### config.mk
export PLATFORM = sky130hd
export DESIGN_NAME = prbs_err_led_bank
export DESIGN_NICKNAME = d
export VERILOG_FILES = /design/src/rtl/prbs_err_led_bank.sv
export SDC_FILE = /design/constraint.sdc
export NUM_CORES = 1
export LEC_CHECK = 0
export ABC_AREA = 0
export CAP_MARGIN = 20
export CORE_ASPECT_RATIO = 1.1
export CORE_UTILIZATION = 35
export CTS_BUF_LIST = sky130_fd_sc_hd__clkbuf_4
export CTS_CLUSTER_DIAMETER = 80
export CTS_CLUSTER_SIZE = 8
export DETAILED_ROUTE_END_ITERATION = 7
export PLACE_DENSITY_LB_ADDON = 0.12
export SLEW_MARGIN = 15
export SYNTH_ARGS = -nofsm -noshare
export SYNTH_HDL_FRONTEND = slang
export SYNTH_SLANG_ARGS = --single-unit
### constraint.sdc
create_clock -name clk -period 1.6 [get_ports clk]
set_input_delay 0.24 -clock clk [delete_from_list [all_inputs] [get_ports clk]]
set_output_delay 0.24 -clock clk [all_outputs]
set_load 0.02 [all_outputs]
### src/rtl/prbs_err_led_bank.sv
// Multi-lane PRBS error indicator: per-lane saturating error counter, OFF/SOLID/BLINK FSM and LED drive.
// Optional macro PRBS_ERR_CNT_EN adds the registered err_cnt output carrying every lane's count.
module prbs_err_led_bank #(
    parameter int CHANNELS     = 4,
    parameter int CNT_W        = 8,
    parameter int BLINK_THRESH = 2,
    parameter int BLINK_HALF   = 12500000
) (
    input  logic                      clk,
    input  logic                      reset,
    input  logic                      clear,
    input  logic [CHANNELS-1:0]       err_in,
`ifdef PRBS_ERR_CNT_EN
    output logic [CHANNELS*CNT_W-1:0] err_cnt,
`endif
    output logic [CHANNELS-1:0]       led,
    output logic                      any_err,
    output logic                      blink_phase
);

    localparam int BW = (BLINK_HALF > 1) ? $clog2(BLINK_HALF) : 1;
    localparam logic [BW-1:0]    BLINK_LAST = BW'(BLINK_HALF - 1);
    localparam logic [CNT_W-1:0] CNT_MAX    = '1;
    localparam logic [CNT_W-1:0] THRESH     = CNT_W'(BLINK_THRESH);

    typedef enum logic [1:0] {
        IDLE  = 2'd0,
        SOLID = 2'd1,
        BLINK = 2'd2
    } state_t;

    // state_q is the per-lane FSM state; kept as a plain array so checkers can bind to it.
    state_t           state_q [CHANNELS];
    logic [CNT_W-1:0] cnt_q   [CHANNELS];
    logic [CNT_W-1:0] cnt_inc [CHANNELS];
    logic [CHANNELS-1:0] active;
    logic [BW-1:0]       blink_cnt;

    always_comb begin
        for (int i = 0; i < CHANNELS; i++) begin
            cnt_inc[i] = (cnt_q[i] == CNT_MAX) ? CNT_MAX : cnt_q[i] + CNT_W'(1);
            active[i]  = (state_q[i] != IDLE);
        end
    end

    // Free-running blink generator; deliberately not affected by clear.
    always_ff @(posedge clk) begin
        if (reset) begin
            blink_cnt   <= '0;
            blink_phase <= 1'b0;
        end else if (blink_cnt == BLINK_LAST) begin
            blink_cnt   <= '0;
            blink_phase <= ~blink_phase;
        end else begin
            blink_cnt   <= blink_cnt + BW'(1);
        end
    end

    always_ff @(posedge clk) begin
        if (reset) begin
            for (int i = 0; i < CHANNELS; i++) begin
                cnt_q[i]   <= '0;
                state_q[i] <= IDLE;
            end
            led     <= '0;
            any_err <= 1'b0;
`ifdef PRBS_ERR_CNT_EN
            err_cnt <= '0;
`endif
        end else begin
            for (int i = 0; i < CHANNELS; i++) begin
                if (clear) begin
                    cnt_q[i]   <= '0;
                    state_q[i] <= IDLE;
                end else begin
                    if (err_in[i]) begin
                        cnt_q[i] <= cnt_inc[i];
                    end
                    // Threshold is judged on the count including this cycle's error.
                    case (state_q[i])
                        IDLE, SOLID: begin
                            if (err_in[i]) begin
                                state_q[i] <= (cnt_inc[i] >= THRESH) ? BLINK : SOLID;
                            end
                        end
                        BLINK:   state_q[i] <= BLINK;
                        default: state_q[i] <= IDLE;
                    endcase
                end

                case (state_q[i])
                    SOLID:   led[i] <= 1'b1;
                    BLINK:   led[i] <= blink_phase;
                    default: led[i] <= 1'b0;
                endcase
`ifdef PRBS_ERR_CNT_EN
                err_cnt[i*CNT_W +: CNT_W] <= cnt_q[i];
`endif
            end
            any_err <= |active;
        end
    end

endmodule
* Word level (Yosys, flattened, before mapping)
Memories as Yosys holds them, arrays and structs flattened.
Index checks and enable logic that the tools add are counted.
** Cells by class
- Add/subtract/negate cells :: 5
- $lt $le $gt $ge :: 4
- Equal/unequal tests :: 13
- Muxes and demuxes :: 105
- Bitwise operators :: 25
- Reduce and logical (&&, ||, !) cells :: 18
** Operators by type and width (number)
- two-way mux 8 bit :: 12
- two-way mux 1 bit :: 69
- two-way mux 2 bit :: 20
- adder 8 x 1 -> 8 bit (second input constant) :: 4
- == test 8 bit (second input constant) :: 4
- >= comparator 8 x 2 -> 1 bit (second input constant) :: 4
- adder 24 x 1 -> 24 bit (second input constant) :: 1
- == test 24 bit (second input constant) :: 1
- OR 1 bit :: 24
- OR reduction 3 bit :: 4
- OR reduction 2 bit :: 5
- == test 2 x 1 -> 1 bit (second input constant) :: 4
- == test 2 bit (second input constant) :: 4
- zero test 2 bit :: 4
- one-hot mux 1 bit (2 select lines) :: 4
- nonzero test 2 bit :: 4
- OR reduction 4 bit :: 1
- NOT 1 bit :: 1
** Storage, ports and cells
- Register bits :: 30
- Memory bits (writable) :: 40
- Output and inout port bits :: 6
- Logic and storage cells :: 176
- Memories kept :: 2
** Memory list
- cnt_q :: words 4, width 8, read ports 4, clocked after Yosys merged registers in 0, wr ports 4, RTL line 34 : logic [CNT_W-1:0] cnt_q [CHANNELS];
- state_q :: words 4, width 2, read ports 4, clocked after Yosys merged registers in 0, wr ports 4, RTL line 33 : state_t state_q [CHANNELS];

* Logic depth before layout (Yosys ltp)
- Depth after elaboration :: 9
- Gate-level depth with buffers :: 8
- Mapped depth without buffers :: 6

* Worst setup path before layout
OpenSTA, ideal clock, no wires.
- Path type :: reg-to-reg
- Start point :: memory cnt_q[1][0]
- End point :: memory state_q[1][0] (netlist name) (data pin)
- Library setup time :: 255 ps
- Arrival time :: 1524 ps
- Required time :: 1345 ps
- Setup slack :: -180 ps
- Stages on the path, launching flop included :: 7
- Buffers on the path :: 0
- Path through :: edfxtp_1 -> ha_1 -> and3_1 -> mux2i_1 -> a41oi_1 -> nor3_2 -> and3b_1
** RTL lines (RTL line)
- from (decl) :: 34
- to (decl) :: 33

==> flow_metrics.env <==
export IMPL_status="finished, violations left"
export IMPL_violations="setup timing"
export IMPL_p_leak_nw=2.18
export IMPL_ioPinCount=13
export IMPL_wl_um=9060
export IMPL_ys_ff_latch=70
export IMPL_syn_area_mm2=0.00392
export IMPL_intPower_w=0.00313
export IMPL_setup_slack_ns=-0.161
export IMPL_p_per_area_mw_per_mm2=741
export IMPL_peakVddDrop_v=0.000380
export IMPL_final_common_cell="buf_4"
export IMPL_grt_use_met2=0.277
export IMPL_crit_path_cell_trace="ha_4 -> buf_6 -> a21boi_2 -> a21oi_2 -> a2bb2oi_2 -> nor4_4 -> and3b_1"
export IMPL_cts_max_level=3
export IMPL_clock_path_buffers=2
export IMPL_worst_path_largest_cell_delay_ns=0.50
export IMPL_io_buffers=12
export IMPL_drcViolationCount=0
export IMPL_p_seq_frac=0.494
export IMPL_nNetsFinal=524
export IMPL_grt_busiest_layer="met2"
export IMPL_cts_buffers=9
export IMPL_grt_util_met3=0.0278
export IMPL_yosys_warnings=0
export IMPL_grt_pass1_vias=3240
export IMPL_area_growth_pct=44.3
export IMPL_setup_viol=26
export IMPL_vias=3210
export IMPL_dpl_hpwl_um=6000
export IMPL_die_h_um=113
export IMPL_clock_latency_ns=0.41
export IMPL_antenna_found_initial=0
export IMPL_fin_crit_sh=1.10
export IMPL_power_frac_clock=0.348
export IMPL_async_reset_ff_frac=0
export IMPL_grt_pass1_wl_um=14900
export IMPL_fin_setup_tns_ns=-2.63
export IMPL_arrival_ns=1.94
export IMPL_worst_path_buf_inv=1
export IMPL_drt_iter0_markers=95
export IMPL_hold_class="flip-flop to flip-flop"
export IMPL_start_util=0.359
export IMPL_cp_slowest_cell="edfxtp_1"
export IMPL_routed_via_density=4.95
export IMPL_dieArea_mm2=0.0116
export IMPL_final_cell_mix="buf_4, edfxtp_1, nor2_1, dfxtp_1, a21oi_1"
export IMPL_p_sw_frac=0.254
export IMPL_routedWlPerCell_um=14.0
export IMPL_rsz0062_at_grt="true"
export IMPL_maxSlewViolCount=0
export IMPL_use_met1=0.206
export IMPL_hold_violations=0
export IMPL_ys_seq_area_frac=0.460
export IMPL_nFillCells=1043
export IMPL_period_needed_ns=1.76
export IMPL_cts_hold_buf=0
export IMPL_grt_max_degree=13
export IMPL_fmax_mhz=568
export IMPL_power_switching_w=0.00106
export IMPL_cp_max_fo=4
export IMPL_core_area_mm2=0.0109
export IMPL_drtAntennaViolNets=0
export IMPL_cts_clk_slew_worst_paths_ns=0.12
export IMPL_root_buffer="clkbuf_4"
export IMPL_drive_gt1_frac=0.397
export IMPL_synth_edff_count=40
export IMPL_track_usage=0.162
export IMPL_finalClockSkew_ns=0.0117
export IMPL_combPwrFrac=0.158
export IMPL_start_kind="flip-flop"
export IMPL_diodes=0
export IMPL_critical_path_top_delay_family="flip-flops"
export IMPL_max_cap_violations=0
export IMPL_place_congestion=0.752
export IMPL_synth_avg_cell_area_um2=10.0
export IMPL_netlist_cell_type_count=54
export IMPL_syn_num_nets=419
export IMPL_tightest_slew_ns=0.414
export IMPL_drt_pre_antenna_iters=4
export IMPL_syn_instance_count=391
export IMPL_chipWidth_um=103
export IMPL_cts_sinks=70
export IMPL_cp_end_kind="flip-flop"
export IMPL_required_ns=1.78
export IMPL_path_class="flip-flop to flip-flop"
export IMPL_ys_flop_type="edfxtp_1"
export IMPL_num_rows=40
export IMPL_grt_overflow=0
export IMPL_cts_tree="done"
export IMPL_slew_headroom=0.722
export IMPL_post_route_util=0.518
## layout make-up
| cell class | count | area [µm²] | area share |
|---|---|---|---|
| multi-input combinational | 294 | 2500 | 0.443 |
| sequential | 70 | 1800 | 0.319 |
| timing repair buffer | 105 | 915 | 0.162 |
| tap | 147 | 184 | 0.0325 |
| clock inverter | 6 | 110 | 0.0195 |
| clock buffer | 10 | 75.1 | 0.0133 |
| inverter | 16 | 60.1 | 0.0106 |
## logic make-up after synthesis
group | after synthesis | synth area share
xor gates and xnor gates | 36 | 0.0805
DFF | 70 | 0.460
muxes | 9 | 0.0230
AOI/OAI and AO/OA | 61 | 0.0977
and+or+nand+nor | 167 | 0.236
buffers and inverters | 27 | 0.0358
adders and majority gates | 21 | 0.0671
## synth_stat cells (all sizes together), types with 4 or more instances
cell | count | area (µm²)
and3 | 13 | 87.6
buf | 8 | 68.8
nand2 | 19 | 71.3
edfxtp | 40 | 1200
or3 | 4 | 25.0
nand3 | 25 | 125
ha | 21 | 263
or2 | 4 | 25.0
nand4 | 14 | 100
nor2 | 45 | 176
nor4 | 8 | 65.1
a31oi | 5 | 31.3
nor3 | 11 | 65.1
nor3b | 7 | 57.6
a21oi | 31 | 155
xnor2 | 14 | 123
nand2b | 7 | 43.8
dfxtp | 30 | 601
xor2 | 22 | 193
mux2i | 9 | 90.1
o21ai | 4 | 20.0
inv | 16 | 60.1
## through the flow
stage | power [W] | instance area (µm²) | cells | hold WS (ns) | setup WS [ns]
detailed placement | 0.00260 | 4710 | 608 | 0.492 | -0.192
global route | 0.00438 | 5650 | 648 | 0.566 | -0.226
floorplan | 0.00239 | 3960 | 391 | 0.430 | -0.0167
CTS | 0.00414 | 5260 | 645 | 0.523 | -0.166
finish | 0.00419 | 5650 | 648 | 0.525 | -0.161
global placement | 0.00259 | 4710 | 608 | 0.489 | -0.163
## power by group through the flow
stage | clock network, W | logic [W] | registers, W
after detailed placement | 0 | 0.000499 | 0.00210
after global routing | 0.00156 | 0.000733 | 0.00208
after floorplan | 0 | 0.000295 | 0.00209
after CTS | 0.00149 | 0.000585 | 0.00206
final | 0.00146 | 0.000663 | 0.00207
after global placement | 0 | 0.000492 | 0.00209
## sequential cells by signal, indices dropped and copies added, names as in the netlist
register	cells
blink_cnt	24
blink_phase	1
led	4
cnt_q	32
any_err	1
state_q	8
## timing repair
action,4_1_cts,5_1_grt
buffers inserted,19,5
resized for setup,41,82
endpoints found under the setup margin,43,53
cloned,2,1
pin swaps,23,43
## layer usage
| metal | up-vias | wire [µm] |
|---|---|---|
| li1 | 1632 | - |
| met1 | 1547 | 4250 |
| met2 | 21 | 4540 |
| met3 | 10 | 148 |
| met4 | 0 | 119 |
| met5 | - | 0 |
## path summary, 6_finish.rpt
kind | start | end | slack (ns) | depth (start not counted)
max | cnt_q[3][0] | state_q[3][0] | -0.16 | 7
min | blink_cnt[23] | blink_cnt[23] | 0.53 | 2
max reg2reg | cnt_q[3][0] | state_q[3][0] | -0.16 | 7
min reg2reg | blink_cnt[23] | blink_cnt[23] | 0.53 | 2
## tightest hold or removal path, stage by stage (launching register included)
cell,delay (ns)
dfxtp_1,0.36
xor2_1,0.08
nor2_2,0.06
Note: power is estimated with default switching activity, not from simulation.
